## src/rtl/input_writer_pkg.sv

```systemverilog
// Shared types and constants for the switch-input capture block.
package input_writer_pkg;

    localparam int unsigned DEBOUNCE_DEFAULT = 20000;
    localparam int unsigned DEBOUNCE_SIM     = 4;

    typedef enum logic [1:0] {
        IDLE    = 2'd0,
        ARMED   = 2'd1,
        HOLD    = 2'd2,
        RELEASE = 2'd3
    } state_t;

endpackage

```

## src/rtl/btn_debounce.sv

```systemverilog
// Button synchroniser and debouncer; emits a single-cycle pulse on the edge
// where the debounced level rises.
module btn_debounce
    import input_writer_pkg::*;
#(
    parameter int unsigned DEBOUNCE_CYCLES = DEBOUNCE_DEFAULT
) (
    input  logic clk,
    input  logic rst,
    input  logic btn_i,
    output logic level_o,
    output logic rise_c
);

    localparam int unsigned CNT_W = $clog2(DEBOUNCE_CYCLES);
    localparam logic [CNT_W-1:0] CNT_LAST = CNT_W'(DEBOUNCE_CYCLES - 1);

    logic [1:0]       sync_q;
    logic             btn_sync;
    logic [CNT_W-1:0] cnt_q;
    logic             settle_c;

    assign btn_sync = sync_q[1];

    // Level flips on this edge only after CNT_LAST consecutive differing cycles.
    assign settle_c = (btn_sync != level_o) && (cnt_q == CNT_LAST);
    assign rise_c   = settle_c && btn_sync;

    always_ff @(posedge clk or negedge rst) begin
        if (!rst) begin
            sync_q  <= 2'b00;
            cnt_q   <= '0;
            level_o <= 1'b0;
        end else begin
            sync_q <= {sync_q[0], btn_i};
            if (btn_sync == level_o) begin
                cnt_q <= '0;
            end else if (settle_c) begin
                level_o <= btn_sync;
                cnt_q   <= '0;
            end else begin
                cnt_q <= cnt_q + CNT_W'(1);
            end
        end
    end

endmodule

```

## src/rtl/input_writer.sv

```systemverilog
// Captures the board switches on a debounced button press and hands the
// extended word to the CPU over a req/valid/ack handshake.
module input_writer
    import input_writer_pkg::*;
#(
    parameter int unsigned DATA_W          = 32,
    parameter int unsigned SW_W            = 16,
    parameter int unsigned DEBOUNCE_CYCLES = DEBOUNCE_DEFAULT
) (
    input  logic              clk,
    input  logic              rst,
    input  logic [SW_W-1:0]   sw_i,
    input  logic              btn_i,
    input  logic              req_i,
    input  logic              sign_ext_i,
    input  logic              ack_i,
    output logic [DATA_W-1:0] data_o,
    output logic              valid_o,
    output logic              waiting_o
);

    state_t              state_q;
    logic [SW_W-1:0]     sw_meta_q;
    logic [SW_W-1:0]     sw_sync_q;
    logic                sign_ext_q;
    logic                btn_level;
    logic                btn_rise_c;
    logic [DATA_W-1:0]   sw_ext_c;

    btn_debounce #(
        .DEBOUNCE_CYCLES(DEBOUNCE_CYCLES)
    ) u_btn_debounce (
        .clk    (clk),
        .rst    (rst),
        .btn_i  (btn_i),
        .level_o(btn_level),
        .rise_c (btn_rise_c)
    );

    always_ff @(posedge clk or negedge rst) begin
        if (!rst) begin
            sw_meta_q <= '0;
            sw_sync_q <= '0;
        end else begin
            sw_meta_q <= sw_i;
            sw_sync_q <= sw_meta_q;
        end
    end

    always_comb begin
        sw_ext_c = DATA_W'(sw_sync_q);
        if (sign_ext_q) begin
            sw_ext_c = DATA_W'($signed(sw_sync_q));
        end
    end

    // Status outputs are registered alongside the state so they never glitch.
    always_ff @(posedge clk or negedge rst) begin
        if (!rst) begin
            state_q    <= IDLE;
            sign_ext_q <= 1'b0;
            data_o     <= '0;
            valid_o    <= 1'b0;
            waiting_o  <= 1'b0;
        end else begin
            case (state_q)
                IDLE: begin
                    if (req_i) begin
                        state_q    <= ARMED;
                        sign_ext_q <= sign_ext_i;
                        waiting_o  <= 1'b1;
                    end
                end
                ARMED: begin
                    if (btn_rise_c) begin
                        state_q   <= HOLD;
                        data_o    <= sw_ext_c;
                        valid_o   <= 1'b1;
                        waiting_o <= 1'b0;
                    end
                end
                HOLD: begin
                    if (ack_i) begin
                        state_q <= RELEASE;
                        valid_o <= 1'b0;
                    end
                end
                RELEASE: begin
                    if (!btn_level) begin
                        state_q <= IDLE;
                    end
                end
                default: begin
                    state_q   <= IDLE;
                    valid_o   <= 1'b0;
                    waiting_o <= 1'b0;
                end
            endcase
        end
    end

endmodule

```

## config.mk

```make
export PLATFORM = sky130hd
export DESIGN_NAME = input_writer
export DESIGN_NICKNAME = d
export VERILOG_FILES = /design/src/rtl/input_writer_pkg.sv /design/src/rtl/btn_debounce.sv /design/src/rtl/input_writer.sv
export SDC_FILE = /design/constraint.sdc
export NUM_CORES = 1
export LEC_CHECK = 0
export CAP_MARGIN = 10
export CORE_MARGIN = 1
export CORE_UTILIZATION = 30
export DETAILED_ROUTE_END_ITERATION = 7
export DONT_BUFFER_PORTS = 1
export SETUP_SLACK_MARGIN = 0.02
export SLEW_MARGIN = 10
export SYNTH_ARGS = -nofsm -noshare
export SYNTH_HDL_FRONTEND = slang
export SYNTH_SLANG_ARGS = --single-unit
```

## constraint.sdc

```tcl
create_clock -name clk -period 2.25 [get_ports clk]
set_input_delay 0.5625 -clock clk [delete_from_list [all_inputs] [get_ports clk]]
set_output_delay 0.5625 -clock clk [all_outputs]
set_load 0.01 [all_outputs]
```

==> results of run 1 <==
[flip-flops by register name, summed over array words and instances, names as in the netlist]
| name | flops |
|---|---|
| valid_o | 1 |
| data_o | 17 |
| sw_sync_q | 16 |
| waiting_o | 1 |
| state_q | 2 |
| sign_ext_q | 1 |
| u_btn_debounce.sync_q | 2 |
| u_btn_debounce.cnt_q | 15 |
| u_btn_debounce.level_o | 1 |
| sw_meta_q | 16 |
[worst min path at each step]
stage | depth (start not counted) | slack [ns] | end
after floorplan | 0 | 0.27 | data_o[0]$_DFFE_PN0P_
after global placement | 0 | 0.27 | data_o[14]$_DFFE_PN0P_
after detailed placement | 0 | 0.27 | sw_sync_q[14]$_DFF_PN0_
after CTS | 0 | -0.1 | u_btn_debounce.cnt_q[14]$_DFF_PN0_
after global routing | 0 | -0.12 | sw_sync_q[7]$_DFF_PN0_
final | 0 | -0.08 | sw_sync_q[8]$_DFF_PN0_
[per-layer routing]
| metal | vias to the layer above | part of all wire, % | GRT usage [%] |
|---|---|---|---|
| li1 | 628 | - | - |
| met1 | 656 | 45 | 11.99 |
| met2 | 42 | 45 | 13.81 |
| met3 | 6 | 7.9 | 4.724 |
| met4 | 0 | 2.0 | 5.511 |
| met5 | - | 0 | 0 |
[repair_timing]
| action | CTS | global route |
|---|---|---|
| resized for setup | 0 | 0 |
| hold endpoints to repair | 72 | 72 |
| setup buffers | 0 | 0 |
[power by group through the flow]
stage | logic, uW | clock network (uW) | registers [uW]
2_1_floorplan | 10.7 | 0 | 1360
6_report | 12.9 | 872 | 1340
3_3_place_gp | 13.3 | 0 | 1370
3_5_place_dp | 13.2 | 0 | 1370
4_1_cts | 13.3 | 910 | 1340
5_1_grt | 14.8 | 973 | 1350
[cells in the mapped netlist, drive strengths merged]
| cell type | number | area (um^2) |
|---|---|---|
| dfrtp | 72 | 1802 |
| buf | 19 | 166.4 |
| mux2 | 19 | 247.7 |
| nor2 | 15 | 56.30 |
| xor2 | 13 | 113.9 |
| nand3 | 7 | 35.03 |
| nand4 | 7 | 58.81 |
| nand2 | 6 | 22.52 |
| and3 | 5 | 32.53 |
| ha | 5 | 62.56 |
| inv | 4 | 15.01 |
| o21ai | 4 | 20.02 |
| and4 | 3 | 27.53 |
| a21oi | 2 | 10.01 |
| a221o | 1 | 10.01 |
| and2 | 1 | 6.260 |
| and4b | 1 | 11.26 |
| and4bb | 1 | 12.51 |
| clkbuf | 1 | 3.750 |
| mux2i | 1 | 10.01 |
| nor2b | 1 | 6.260 |
| nor4 | 1 | 21.27 |
| o311ai | 1 | 8.760 |
| or2 | 1 | 6.260 |
| xnor2 | 1 | 8.760 |
[worst reg2reg max path, delay by kind of cell, from the launching register on]
kind	cells	cell delay, ns
buffers and inverters	1	0.17
AND/OR/NAND/NOR	4	0.99
flip-flops	1	0.41
adder cells (fa/ha/maj)	1	0.23
[cells in the final DEF (no fill, tap or decap)]
cell type,count
clkinv_2,2
and3_1,4
inv_1,4
nor2b_1,1
o21ai_0,4
o311ai_0,1
and3_2,1
a221o_1,1
and4bb_2,1
and4b_2,1
nor2_1,15
xor2_1,13
mux2_4,9
and4_2,1
mux2_2,10
nand4_1,6
nor4_4,1
nand3_1,7
a21oi_1,2
or2_1,1
dfrtp_1,72
clkbuf_1,1
xnor2_1,1
clkbuf_8,11
mux2i_1,1
buf_4,4
ha_1,5
nand2_1,6
nand4_4,1
clkinvlp_4,1
and4_1,2
and2_1,1
[kinds of logic (layout without fill, tap and decap cells)]
logic type                 after synthesis  count (layout)
AOI/OAI and AO/OA                        8               8
xor gates and xnor gates                14              14
adders and majority gates                5               5
buffers and inverters                   24              23
DFF                                     72              72
muxes                                   20              20
and+or+nand+nor                         49              49
[metrics by stage]
stage / std cells / hold WS, ns / total power (uW) / utilization, %
global placement: 284 / 0.2688 / 1381 / 31.31
finish: 299 / -0.07696 / 2229 / 33.26
CTS: 299 / -0.09733 / 2267 / 33.26
global route: 299 / -0.1163 / 2334 / 33.26
detailed placement: 284 / 0.2693 / 1382 / 31.31
floorplan: 192 / 0.2669 / 1374 / -
[cell type report]
type | instances | area share, %
clock buffers | 12 | 5.272
clock inverters | 3 | 0.5952
inverters | 4 | 0.5102
multi-input cells | 96 | 26.79
flip-flops and latches | 72 | 61.22
well taps | 108 | 4.592
repair buffers | 4 | 1.020
==> flow_metrics.tcl, run 1 <==
set metrics [dict create \
    final-max-slew-violation-count 0 \
    routedWlPerCell_um 13.36 \
    portBuffers 0 \
    pre_cts_slack_ns 0.3146 \
    start_util_pct 31.36 \
    syn_area_um2 2775 \
    required_ns 2.45 \
    crit_slowest_cell "nand2_1" \
    slew_headroom_pct 67.44 \
    cp-startpoint "u_btn_debounce.cnt_q[0]$_DFF_PN0_" \
    wirelength_um 3996 \
    cts_sinks 72 \
    path_cells "ha_1 > and4_1 > buf_4 > nand4_1 > nand2_1 > nor2_1" \
    reg2reg_depth 6 \
    yosys_warnings 0 \
    power_density_nw_per_um2 757.3 \
    synthesis.nets 219 \
    fin_ws_ns 0.3228 \
    postPlaceCellArea_um2 2770 \
    cp-end-kind "register" \
    multiInputGateArea_um2 788.3 \
    synth_seq_area_share_pct 64.92 \
    r2r_start "u_btn_debounce.cnt_q[0]$_DFF_PN0_" \
    dr.first_iter.drc_count 55 \
    critPathKind "register to register" \
    die_area_um2 9639 \
    p_clk_share_pct 39.1 \
    cts_tree "done" \
    grt_usage_pct 9.706 \
    startpoint_type "register" \
    p_int_uw 1785 \
    synth_compound_area_share_pct 1.758 \
    antenna_left 0 \
    drive_above_1_share_pct 22.51 \
    setup_viol 0 \
    hold_ws_ns -0.07696 \
    grt_pass1_vias 1425 \
    dieHeight_um 98.18 \
    clk_latency_ns 0.33 \
    drc 4 \
    cp_top_family "simple AND/OR/NAND/NOR gates" \
    hp-class "input port to async pin" \
    dpl.hpwl_um 2710 \
    die_w_um 98.18 \
    switching_share_pct 19.90 \
    crit_buf_inv 1 \
    dr_total_vias 1332 \
    ios 56 \
    vias_per_cell 4.455 \
    ir_worst_vdd_mv 0.3688 \
    p_switching_uw 443.5 \
    h-tree-depth 3 \
    clk_path_buf_depth 2 \
    fp-row-count 34 \
    r2r-end "u_btn_debounce.cnt_q[2]$_DFF_PN0_" \
    outcome "finished, violations left" \
    clkSlewWorstSetupHoldPaths_ns 0.07 \
    drv_cap 0 \
    core_area_um2 8848 \
    synth-adder-area-share_pct 2.254 \
    synthCells 192 \
    area_growth_pct 6.041 \
    firstDrtPassIters 8 \
    numCtsBuffers 9 \
    antenna_found_initial 0 \
    seqPwrFrac_pct 60.3 \
    grt_max_degree 73 \
    endpoint "u_btn_debounce.cnt_q[2]$_DFF_PN0_" \
    grt_pass1_wl_um 7058 \
    worst-r2r-setup-slack_ns 0.32 \
    ys_types 31 \
    place_congestion 0.8058 \
    nNetsFinal 214 \
    violations "DRC, hold timing" \
    fin_skew_ns 0.006453 \
    p_leak_uw 0.001411 \
    cts_root_buffer "clkbuf_8" \
    grt_overflow 0 \
    avgSynthCellArea_um2 14.45 \
    cp.arrival_ns 2.12 \
    fillerInstances 870 \
    final_area_um2 2943 \
    tightestPinTransition_ns 0.4872 \
    synth_top_family_by_area "simple AND/OR/NAND/NOR gates" \
    synthMuxAreaShare_pct 9.288 \
    cp.depth 6 \
    p_comb_share_pct 0.6 \
    hold_viol_final 72 \
    regArea_um2 1802 \
    ys_ff_latch 72 \
    slowest_delay_ns 0.43 \
    max_freq_mhz 518.9 \
    path_max_fanout 14 \
    finalCriticalPeriod_ns 1.927 \
    fin_crit_sh_pct 85.65 \
    synth_xor_area_share_pct 4.418 \
    rsz0062_at_grt "no" \
    tns_ns 0 \
    yosys.area_share.simple_pct 10.69 \
    antenna_cells 0 \
]
Note: power is estimated with default switching activity, not from simulation.
==> run 2: changes to the inputs <==
--- a/config.mk
+++ b/config.mk
@@ -10,6 +10,7 @@
 export CORE_UTILIZATION = 30
 export DETAILED_ROUTE_END_ITERATION = 7
 export DONT_BUFFER_PORTS = 1
+export PLACE_DENSITY = 0.48
 export SETUP_SLACK_MARGIN = 0.02
 export SLEW_MARGIN = 10
 export SYNTH_ARGS = -nofsm -noshare
==> run 2 against run 1 <==
The run still ends with DRC, hold timing left; highest routed layer unchanged; non-clock buffer count did not move; worst hold slack got worse by 0.0086 ns; critical path type unchanged; count of clock-buffer cells in the layout fell by 1; wire length rose by 8.8%; power barely moved; first-iteration DRC count fell by 25%; clock power barely moved.
==> flow_metrics.tcl, run 2 (synthesized netlist as in run 1, its figures left out) <==
set metrics [dict create \
    outcome "finished, violations left" \
    violations "DRC, hold timing" \
    antenna_left 0 \
    place_congestion 0.7497 \
    cp-end-kind "register" \
    slew_headroom_pct 67.97 \
    clk_latency_ns 0.34 \
    dpl.hpwl_um 2815 \
    finalCriticalPeriod_ns 2.015 \
    fin_crit_sh_pct 89.56 \
    h-tree-depth 3 \
    fin_skew_ns 0.009312 \
    final_common_cell "dfrtp_1" \
    hold_viol_final 72 \
    die_w_um 98.18 \
    portBuffers 0 \
    tns_ns 0 \
    dieHeight_um 98.18 \
    grt_usage_pct 10.25 \
    p_int_uw 1732 \
    cts_tree "done" \
    p_clk_share_pct 39.2 \
    dr_total_vias 1312 \
    dr.first_iter.drc_count 41 \
    setup_viol 0 \
    critPathKind "register to register" \
    grt_pass1_wl_um 7486 \
    ios 56 \
    grt_pass1_vias 1428 \
    seqPwrFrac_pct 60.2 \
    path_max_fanout 17 \
    die_area_um2 9639 \
    clk_path_buf_depth 2 \
    clkSlewWorstSetupHoldPaths_ns 0.08 \
    rsz0062_at_grt "no" \
    antenna_found_initial 0 \
    drv_cap 0 \
    hold_ws_ns -0.08553 \
    start_util_pct 31.36 \
    drc 6 \
    tightestPinTransition_ns 0.4793 \
    final-max-slew-violation-count 0 \
    max_freq_mhz 496.2 \
    core_area_um2 8848 \
    p_comb_share_pct 0.6 \
    routedWlPerCell_um 14.49 \
    reg2reg_depth 6 \
    fp-row-count 34 \
    cts_root_buffer "clkbuf_8" \
    switching_share_pct 22.21 \
    cp.arrival_ns 2.24 \
    top_regs "data_o x17, sw_meta_q x16, sw_sync_q x16" \
    grt_overflow 0 \
    area_growth_pct 6.222 \
    ir_worst_vdd_mv 0.2081 \
    p_switching_uw 494.6 \
    largest-register "data_o" \
    firstDrtPassIters 8 \
    nNetsFinal 214 \
    final_util_pct 33.31 \
    vias_per_cell 4.373 \
    startpoint_type "register" \
    drive_above_1_share_pct 22.40 \
    largest_register_ffs 17 \
    cts_sinks 72 \
    hp-class "input port to async pin" \
    wirelength_um 4346 \
    grt_max_degree 73 \
    mostFrequentLayoutCells "dfrtp_1 (72), nor2_1 (15), xor2_1 (13), mux2_2 (10)" \
    fillerInstances 877 \
    antenna_cells 0 \
    power_density_nw_per_um2 755.5 \
    post_cts_resized 0 \
    p_leak_uw 0.001405 \
    required_ns 2.48 \
    numCtsBuffers 9 \
]
## run 2: cell types whose count changed in the layout (fill, tap and decap cells not counted), sizes merged
cell	delta
clkinv	+1
clkbuf	-1
clkinvlp	+1
## run 2: worst paths after layout
check                                                         from                                  to  slack [ns]
worst min-delay path                                           rst   u_btn_debounce.cnt_q[1]$_DFF_PN0_       -0.09
min in group clk                                           sw_i[5]              sw_meta_q[5]$_DFF_PN0_        0.24
max in group asynchronous                                      rst               data_o[3]$_DFFE_PN0P_        2.21
worst max-delay path             u_btn_debounce.cnt_q[0]$_DFF_PN0_               data_o[8]$_DFFE_PN0P_        0.23
worst max register to register   u_btn_debounce.cnt_q[0]$_DFF_PN0_               data_o[8]$_DFFE_PN0P_        0.23
worst min register to register  u_btn_debounce.sync_q[0]$_DFF_PN0_  u_btn_debounce.sync_q[1]$_DFF_PN0_        0.35
## run 2: cell type report
cell class / instances / area, um^2 / share of cell area (%)
Timing Repair Buffer: 4 / 42.54 / 1.443
Multi-Input combinational cell: 96 / 788.3 / 26.74
Clock inverter: 5 / 33.78 / 1.146
Clock buffer: 11 / 131.4 / 4.457
Tap cell: 108 / 135.1 / 4.584
Inverter: 4 / 15.01 / 0.5093
Sequential cell: 72 / 1802 / 61.12
## run 2: what timing repair did
action	4_1_cts	5_1_grt
hold endpoints to repair	72	72
endpoints found under the setup margin	0	0
setup buffers	0	0
## run 2: worst max-delay path: stages (launching register included)
cell and delay (ns):
dfrtp_1 0.41, ha_1 0.22, and4_1 0.34, nand4_4 0.14, or2_1 0.23, buf_4 0.23, mux2_4 0.32
## run 2: per-layer routing
metal	up-vias	GRT usage [%]	part of all wire, %
met5	-	0	0
met4	0	4.133	1.6
met3	9	4.724	5.8
met2	35	14.95	45
met1	643	13.17	47
li1	625	-	-
## run 2: power groups by stage
stage,combinational (uW),sequential [uW],clock [uW]
final,13.2,1340,873
after global routing,16.0,1340,975
after CTS,13.8,1340,919
after detailed placement,13.5,1370,0
after global placement,13.7,1370,0
after floorplan,10.7,1360,0
## run 2: per-stage QoR
step	instances	power (uW)	cell area, um^2	setup slack [ns]	hold WS, ns
after CTS	300	2274	2948	0.2124	-0.1120
after global placement	284	1380	2783	0.3024	0.2719
after detailed placement	284	1381	2783	0.2420	0.2721
final	300	2227	2948	0.2348	-0.08553
after global routing	300	2335	2948	0.06100	-0.1179
after floorplan	192	1374	2775	0.3561	0.2669
==> run 3: changes to the inputs <==
--- a/config.mk
+++ b/config.mk
@@ -6,12 +6,14 @@
 export NUM_CORES = 1
 export LEC_CHECK = 0
 export CAP_MARGIN = 10
+export CELL_PAD_IN_SITES_DETAIL_PLACEMENT = 0
+export CELL_PAD_IN_SITES_GLOBAL_PLACEMENT = 1
 export CORE_MARGIN = 1
 export CORE_UTILIZATION = 30
 export DETAILED_ROUTE_END_ITERATION = 7
 export DONT_BUFFER_PORTS = 1
-export PLACE_DENSITY = 0.48
-export SETUP_SLACK_MARGIN = 0.02
+export PLACE_DENSITY = 0.55
+export SETUP_SLACK_MARGIN = 0.15
 export SLEW_MARGIN = 10
 export SYNTH_ARGS = -nofsm -noshare
 export SYNTH_HDL_FRONTEND = slang
==> run 3 against run 2 <==
The flow still finishes with violations (DRC, hold timing); non-clock buffer count increased by 1; largest cell class unchanged; worst setup slack improved by 0.079 ns; clock power increased by 41%; register-to-register slack improved by 0.08 ns.
==> flow_metrics.tcl, run 3 (synthesized netlist as in run 1, its figures left out) <==
set metrics [dict create \
    start_util_pct 31.36 \
    top_regs "data_o x17, sw_meta_q x16, sw_sync_q x16" \
    p_comb_share_pct 0.6 \
    largest_register_ffs 17 \
    grt_pass1_wl_um 7472 \
    numCtsBuffers 9 \
    fin_crit_sh_pct 86.03 \
    routedWlPerCell_um 14.45 \
    area_growth_pct 8.882 \
    seqPwrFrac_pct 51.9 \
    cts_sinks 72 \
    switching_share_pct 19.57 \
    post-cts-setup-buffer-count 0 \
    fin_skew_ns 0.008771 \
    violations "DRC, hold timing" \
    crit_buf_inv 1 \
    cts_root_buffer "clkbuf_8" \
    grt_usage_pct 10.16 \
    setup_viol 0 \
    cp-end-kind "register" \
    hold_ws_ns -0.09074 \
    hold_viol_final 72 \
    p_switching_uw 506.0 \
    final-max-slew-violation-count 0 \
    clk_latency_ns 0.34 \
    dr_total_vias 1355 \
    p_int_uw 2079 \
    rsz0062_at_grt "no" \
    antenna_cells 0 \
    vias_per_cell 4.502 \
    pre_cts_slack_ns 0.3341 \
    tns_ns 0 \
    final_util_pct 34.15 \
    tightestPinTransition_ns 0.4590 \
    antenna_found_initial 0 \
    outcome "finished, violations left" \
    p_clk_share_pct 47.5 \
    place_congestion 0.7631 \
    power_density_nw_per_um2 855.6 \
    fin_ws_ns 0.3143 \
    finalCriticalPeriod_ns 1.936 \
    drive_above_1_share_pct 23.32 \
    required_ns 2.48 \
    antenna_left 0 \
    startpoint_type "register" \
    die_w_um 98.18 \
    cp.arrival_ns 2.16 \
    dpl.hpwl_um 2746 \
    path_max_fanout 17 \
    die_area_um2 9639 \
    core_area_um2 8848 \
    dr.first_iter.drc_count 58 \
    path_cells "ha_1 > and4_1 > nand4_4 > or2_1 > buf_4 > mux2_4" \
    max_freq_mhz 516.6 \
    wirelength_um 4349 \
    nNetsFinal 215 \
    grt_overflow 0 \
    grt_pass1_vias 1492 \
    clk_path_buf_depth 2 \
    critPathKind "register to register" \
    h-tree-depth 3 \
    ios 56 \
    slew_headroom_pct 69.40 \
    hp-class "input port to async pin" \
    p_leak_uw 0.001449 \
    firstDrtPassIters 6 \
    drc 6 \
    grt_max_degree 73 \
    cp_top_family "simple AND/OR/NAND/NOR gates" \
    dieHeight_um 98.18 \
    fp-row-count 34 \
    largest-register "data_o" \
    ir_worst_vdd_mv 0.3003 \
    slowest_delay_ns 0.41 \
    drv_cap 0 \
    cts_tree "done" \
    clkSlewWorstSetupHoldPaths_ns 0.08 \
    portBuffers 0 \
    mostFrequentLayoutCells "dfrtp_1 (72), nor2_1 (15), xor2_1 (13), mux2_2 (10)" \
    post_cts_resized 0 \
    final_common_cell "dfrtp_1" \
    crit_slowest_cell "dfrtp_1" \
]
## run 3: path summary, 6_finish.rpt
path                                                   start                      end  slack [ns]  cells after the start
setup reg to reg           u_btn_debounce.cnt_q[0]$_DFF_PN0_   data_o[10]$_DFFE_PN0P_        0.31                      6
max in group asynchronous                                rst    waiting_o$_DFFE_PN0P_        2.24                      0
min in group clk                                     sw_i[6]   sw_meta_q[6]$_DFF_PN0_        0.24                      0
setup / recovery           u_btn_debounce.cnt_q[0]$_DFF_PN0_   data_o[10]$_DFFE_PN0P_        0.31                      6
hold reg to reg                      sw_meta_q[11]$_DFF_PN0_  sw_sync_q[11]$_DFF_PN0_        0.35                      0
hold / removal                                           rst   data_o[11]$_DFFE_PN0P_       -0.09                      0
## run 3: power by group through the flow
stage / clock (uW) / sequential (uW) / combinational (uW)
2_1_floorplan: 0 / 1360 / 10.7
3_3_place_gp: 0 / 1370 / 15.3
3_5_place_dp: 0 / 1370 / 14.7
4_1_cts: 1280 / 1340 / 14.8
5_1_grt: 1340 / 1350 / 16.8
6_report: 1230 / 1340 / 14.3
## run 3: area by class of cell
class                   instances  area, um^2
fillers                       880        5827
flip-flops and latches         72        1802
multi-input cells              96       788.3
well taps                     108       135.1
clock buffers                  10       127.6
clock inverters                 6       116.4
repair buffers                  5       37.54
inverters                       4       15.01
## run 3: metal layers
| layer | GRT usage, % | up-vias | part of all wire (%) |
|---|---|---|---|
| met5 | 0 | - | 0 |
| met4 | 4.478 | 0 | 1.5 |
| li1 | - | 629 | - |
| met1 | 13.23 | 683 | 47 |
| met3 | 4.438 | 9 | 5.7 |
| met2 | 14.63 | 34 | 45 |
## run 3: worst reg2reg max path: stages, from the launching register on
cell and delay, ns:
dfrtp_1 0.41, ha_1 0.22, and4_1 0.28, nand4_4 0.14
or2_1 0.24, buf_4 0.22, mux2_4 0.33
## run 3: stage by stage
stage,power (uW),area (um^2),cells
after floorplan,1374,2775,192
after global placement,1383,2778,285
after detailed placement,1383,2778,285
after CTS,2640,3022,301
after global routing,2699,3022,301
final,2585,3022,301
==> RTL edit 1 (flow settings as in run 1) <==
Set the package constant `DEBOUNCE_DEFAULT` to 80000 (it was 20000).
--- a/src/rtl/input_writer_pkg.sv
+++ b/src/rtl/input_writer_pkg.sv
@@ -1,7 +1,7 @@
 // Shared types and constants for the switch-input capture block.
 package input_writer_pkg;
 
-    localparam int unsigned DEBOUNCE_DEFAULT = 20000;
+    localparam int unsigned DEBOUNCE_DEFAULT = 80000;
     localparam int unsigned DEBOUNCE_SIM     = 4;
 
     typedef enum logic [1:0] {
Function: same outputs for any inputs over 10 cycles, from zero or initial values and one cycle with rst low; that may be too few to reach the edited logic, so the function may still have changed.
==> RTL edit 1 against run 1 <==
- the run ends with hold timing, setup timing left
- final area is 6.4% higher
- worst setup slack worse by 0.40 ns
- synthesized area is 1.9% higher
- wire length is 12% higher
- sequential cell count is 2 higher
- count of clock-buffer cells in the layout stayed put
- power is 0.11% lower
- clock power is 5.4% lower
- worst hold slack worse by 0.0094 ns
- sequential power is 3% higher
==> RTL edit 1: results (changes against run 1) <==
stage	metric	value	unit	change
outcome	outcome	finished with violations		unchanged
outcome	violated checks	hold timing, setup timing		was DRC, hold timing
synth	Synth Net Count	244		was 219
final_layout	layout cell share with drive strength beyond 1	0.1982		was 0.2251
drt	routed len/inst	13.24	µm	was 13.36 µm
job	max_cap viols	0		unchanged
critical_path	CP most frequent cell	or4_4		
place	Post-DP HPWL	3038	µm	was 2710 µm
critical_path	CP max stage delay	0.55	ns	was 0.43 ns
grt	first-pass GRT wire length	7783	µm	was 7058 µm
critical_path	CP max FO	2		was 14
place	input/output buffers	0		unchanged
clocking	CTS clk-pin slew, worst paths	0.07	ns	about the same
grt	largest net degree at the start of global routing	75		was 73
drt	DR vias/cell	4.608		was 4.455
critical_path	RR Startpoint	u_btn_debounce.cnt_q[9]		was u_btn_debounce.cnt_q[0]
synth	syn avg cell area	13.03	µm²	was 14.45 µm²
synth	top cells by area, synth	dfrtp_1 65%, mux2_2 5.2%, buf_4 4.2%, xnor2_1 3.1%, nor2_1 2.8%		was dfrtp_1 65%, mux2_4 4.9%, xor2_1 4.1%, buf_4 4.1%, mux2_2 4.1%
pwr	switching share of power	0.2059		was 0.1990
sta	final setup violating endpoints	2		was 0
final_layout	fin cells	339		was 299
final_layout	nets	250		was 214
synth	synth unique cells	34		was 31
pwr	Max IR drop VDD	0.2047	mV	was 0.3688 mV
sta	Worst-Margin Slew	0.4474	ns	was 0.4872 ns
sta	Final Worst Setup Slack	-0.07836	ns	was 0.3228 ns
grt	initial antenna violation count	1		was 0
clocking	CTS buffer count	9		unchanged
place	gpl congestion	0.7658		was 0.8058
drt	Pre-antenna DRT Iters	4		was 8
clocking	Clock Tree Root	clkbuf_8		unchanged
sta	Hold Slack	-0.08640	ns	was -0.07696 ns
sta	Clock Skews	0.005735	ns	was 0.006453 ns
grt	Tot GR Track Use	0.1062		was 0.09706
pwr	Lkg Pwr	1.397	nW	was 1.411 nW
clocking	H-tree depth	3		unchanged
synth	Post-synth ARST share	1.000		unchanged
clocking	clock latency on the worst-skew pair	0.34	ns	
critical_path	r2r worst-path depth	4		was 6
clocking	Max clock buf depth	2		unchanged
place	DP Worst Slack	-0.09565	ns	was 0.3146 ns
drt	Initial DRC Count	76		was 55
synth	most frequent cells after synthesis	74 x dfrtp_1, 21 x nor2_1, 16 x buf_4		was 72 x dfrtp_1, 15 x buf_4, 15 x nor2_1
sta	final hold vios	74		was 72
synth	sequential fraction of the synthesis area	0.6549		was 0.6492
clocking	# Post-CTS Setup Buffers	0		unchanged
critical_path	crit path DAT	2.55	ns	was 2.12 ns
synth	Synth Flop Type	dfrtp_1		unchanged
critical_path	RR Endpoint	state_q[1]		was u_btn_debounce.cnt_q[2]
min_path	worst hold path type	in -> async		unchanged
final_layout	top flop regs	data_o (17), u_btn_debounce.cnt_q (17)		was data_o (17), sw_meta_q (16), sw_sync_q (16)
place	placed insts	323		was 284
synth	synth warn	0		unchanged
grt	vias in the first global route	1635		was 1,425
critical_path	CP max-delay cell	or4_4		was nand2_1
RTL edit 1: layer usage:
layer / GRT usage / vias to the layer above / routed length [µm]
met1: 0.1167 / 781 / 1904
met2: 0.1732 / 39 / 2208
met4: 0.07127 / 0 / 122
met3: 0.03830 / 12 / 254
li1: - / 730 / -
met5: 0 / - / 0
RTL edit 1: critical path: cells and delay by family (launching register included):
family	cells	cell delay [ns]
DFF	1	0.38
AOI/OAI and AO/OA	1	0.22
and+or+nand+nor	3	1.62
RTL edit 1: worst max path at each step:
stage,from,end,slack (ns),cells after the start
CTS,u_btn_debounce.cnt_q[15],state_q[1],-0.08,4
floorplan,u_btn_debounce.cnt_q[15],state_q[1],-0.13,5
global route,u_btn_debounce.cnt_q[9],state_q[1],-0.11,4
finish,u_btn_debounce.cnt_q[9],state_q[1],-0.08,4
global placement,u_btn_debounce.cnt_q[15],state_q[1],-0.06,4
detailed placement,u_btn_debounce.cnt_q[15],state_q[1],-0.1,4
RTL edit 1: per-stage QoR:
step / utilization / power [mW] / setup TNS [ns] / area [µm²]
3_3_place_gp: 0.3224 / 1.426 / -0.05849 / 2965
5_1_grt: 0.3405 / 2.349 / -0.6886 / 3132
6_report: 0.3405 / 2.226 / -0.1084 / 3132
4_1_cts: 0.3399 / 2.279 / -0.1199 / 3126
3_5_place_dp: 0.3224 / 1.427 / -0.1035 / 2965
2_1_floorplan: - / 1.413 / -1.136 / 2828
RTL edit 1: layout make-up:
| cell class | count | area [µm²] |
|---|---|---|
| antenna | 1 | 2.502 |
| fill | 905 | 6065 |
| timing repair buffer | 15 | 137.6 |
| multi-input combinational | 117 | 825.8 |
| sequential | 74 | 1852 |
| inverter | 6 | 22.52 |
| tap | 111 | 138.9 |
| clock buffer | 12 | 135.1 |
| clock inverter | 3 | 17.52 |
RTL edit 1: kinds of logic after synthesis:
group | synth area share
DFF | 0.6549
muxes | 0.07124
adders and majority gates | 0.02212
and+or+nand+nor | 0.1261
xor gates and xnor gates | 0.04336
AOI/OAI and AO/OA | 0.02522
buffers and inverters | 0.05708
RTL edit 1: timing repair:
item	CTS	global route
pin swaps	0	1
hold endpoints to repair	74	74
setup endpoints to repair	2	18
resized for setup	2	1
RTL edit 1: power by group through the flow:
stage | combinational [mW] | clock, mW | sequential (mW)
after detailed placement | 0.0240 | 0 | 1.40
after CTS | 0.0242 | 0.877 | 1.38
after floorplan | 0.0138 | 0 | 1.40
after global routing | 0.0269 | 0.941 | 1.38
final | 0.0241 | 0.825 | 1.38
after global placement | 0.0240 | 0 | 1.40
==> RTL edit 2 (config.mk and constraints of run 1) <==
Without the edit above. Encoding of `state_t`: now one-hot (4 bits for 4 states).
--- a/src/rtl/input_writer_pkg.sv
+++ b/src/rtl/input_writer_pkg.sv
@@ -4,11 +4,11 @@
     localparam int unsigned DEBOUNCE_DEFAULT = 20000;
     localparam int unsigned DEBOUNCE_SIM     = 4;
 
-    typedef enum logic [1:0] {
-        IDLE    = 2'd0,
-        ARMED   = 2'd1,
-        HOLD    = 2'd2,
-        RELEASE = 2'd3
+    typedef enum logic [3:0] {
+        IDLE    = 4'b0001,
+        ARMED   = 4'b0010,
+        HOLD    = 4'b0100,
+        RELEASE = 4'b1000
     } state_t;
 
 endpackage
Behaviour: same outputs for any inputs over 10 cycles, from zero or initial values and one cycle with rst low; not proved beyond that.
==> RTL edit 2 against run 1 <==
- the flow finishes with violations (hold timing)
- sequential cell count rose by 2
- synthesized area up 3.6%
- synthesized cell count rose by 10%
- via count up 11%
- worst setup slack got worse by 0.17 ns
- clock skew up 0.0024 ns
- die area increased by 3.5%
- final area is 7.6% higher
- wire length is 14% higher
- largest cell class unchanged
Power is not compared: it rests on default switching activity, and its combinational part moved more than twofold at a synthesized area within 25%.
==> RTL edit 2: results (changes against run 1) <==
stage	metric	value	unit	change
sta	Hold Slack	-0.1021	ns	was -0.07696 ns
grt	vias in the first global route	1469		was 1,425
synth	Post-synth ARST share	1.000		unchanged
synth	most frequent cells after synthesis	73 x dfrtp_1, 16 x buf_4, 16 x nor2_1		was 72 x dfrtp_1, 15 x buf_4, 15 x nor2_1
outcome	outcome	finished with violations		unchanged
sta	setup_tns	0	ns	unchanged
grt	initial antenna violation count	0		unchanged
place	gpl congestion	0.8171		was 0.8058
place	Post-DP HPWL	2972	µm	was 2710 µm
synth	Synth Net Count	235		was 219
grt	largest net degree at the start of global routing	75		was 73
critical_path	crit path capture	data_o[13]		was u_btn_debounce.cnt_q[2]
critical_path	RR Endpoint	data_o[13]		was u_btn_debounce.cnt_q[2]
sta	Worst-Margin Slew	0.4474	ns	was 0.4872 ns
final_layout	layout cell share with drive strength beyond 1	0.2170		was 0.2251
clocking	# Post-CTS Setup Buffers	0		unchanged
clocking	CTS buffer count	9		unchanged
final_layout	# fillers	931		was 870
synth	Synth Flop Type	dfrtp_1		unchanged
drt	routed len/inst	13.40	µm	was 13.36 µm
grt	GR Layer Usage met3	0.03760		was 0.04724
outcome	violated checks	hold timing		was DRC, hold timing
place	placed cell areas	2918	µm²	was 2770 µm²
critical_path	crit path DAT	2.33	ns	was 2.12 ns
synth	synth warn	0		unchanged
pwr	Lkg Pwr	1.412	nW	
synth	Post-synth EDFFs	0		unchanged
synth	sequential fraction of the synthesis area	0.6445		was 0.6492
final_layout	Antenna diodes	0		unchanged
clocking	CTS clk-pin slew, worst paths	0.08	ns	
critical_path	CP max-delay cell	or4b_4		was nand2_1
synth	synth unique cells	42		was 31
drt	Initial DRC Count	81		was 55
grt	met1 GRT Util	0.1290		was 0.1199
drt	Pre-antenna DRT Iters	4		was 8
clocking	Max clock buf depth	2		unchanged
critical_path	r2r setup slk	0.16	ns	was 0.32 ns
critical_path	CP max stage delay	0.59	ns	was 0.43 ns
grt	Tot GR Track Use	0.1060		was 0.09706
grt	first-pass GRT wire length	7693	µm	was 7058 µm
min_path	worst hold path type	in -> async		unchanged
critical_path	CP top delay family	simple AND/OR/NAND/NOR gates		unchanged
critical_path	CP max FO	17		was 14
clocking	post-CTS sizing	0		unchanged
critical_path	Worst Setup SP	u_btn_debounce.cnt_q[7]		was u_btn_debounce.cnt_q[0]
place	input/output buffers	0		unchanged
pwr	Max IR drop VDD	0.4424	mV	
sta	final hold vios	73		was 72
sta	Clock Skews	0.008880	ns	was 0.006453 ns
critical_path	r2r worst-path depth	4		was 6
clocking	H-tree depth	3		unchanged
grt	met2 usage	0.1523		was 0.1381
clocking	Clock Tree Root	clkbuf_8		unchanged
drt	DR vias/cell	4.320		was 4.455
clocking	clock latency on the worst-skew pair	0.35	ns	was 0.33 ns
synth	top cells by area, synth	dfrtp_1 64%, mux2_4 4.7%, buf_4 4.2%, mux2_2 3.5%, xnor2_1 3.4%		was dfrtp_1 65%, mux2_4 4.9%, xor2_1 4.1%, buf_4 4.1%, mux2_2 4.1%
final_layout	nets	230		was 214
## RTL edit 2: changes by cell type in the layout (fill, tap and decap cells not counted), moves of 3 or more
cell,delta
and3_1,-3
bufinv_16,+3
ha_1,-4
nand4_1,-3
nor3_1,+7
nor4_1,+5
xnor2_1,+10
xor2_1,-10
## RTL edit 2: per-stage QoR
step | utilization | setup WS (ns) | cells | hold slack, ns | power (mW)
2_1_floorplan | - | 0.1295 | 212 | 0.2669 | 1.606
3_3_place_gp | 0.3143 | 0.1960 | 325 | 0.2711 | 1.654
3_5_place_dp | 0.3143 | 0.1516 | 325 | 0.2712 | 1.659
4_1_cts | 0.3411 | 0.1364 | 341 | -0.1182 | 2.932
5_1_grt | 0.3411 | 0.05878 | 341 | -0.1232 | 3.016
6_report | 0.3411 | 0.1575 | 341 | -0.1021 | 2.891
## RTL edit 2: logic make-up (layout without fill, tap and decap cells)
kind of cell / count (synthesis) / count (layout) / synth area share
mux: 20 / 20 / 0.08921
compound gates: 17 / 17 / 0.03960
simple gates: 59 / 59 / 0.1175
xor+xnor: 14 / 14 / 0.04265
buf+inv: 27 / 27 / 0.06223
fa+ha+maj: 1 / 1 / 0.004351
flops: 74 / 74 / 0.6445
## RTL edit 2: layout make-up
class,instances,share of cell area
Clock buffer,9,0.03912
Tap cell,129,0.05097
Sequential cell,74,0.5851
Multi-Input combinational cell,111,0.2663
Timing Repair Buffer,5,0.01185
Clock inverter,7,0.03951
Inverter,6,0.007112
## RTL edit 2: report_power, final
part           switching (mW)  internal (mW)
sequential             0.0556           1.40
combinational          0.0825         0.0892
clock                   0.513          0.747
## RTL edit 2: metal layers
layer,wire (µm),vias to the layer above
met1,2034,726
met4,169,0
met2,2067,33
met3,299,10
li1,-,704
met5,0,-
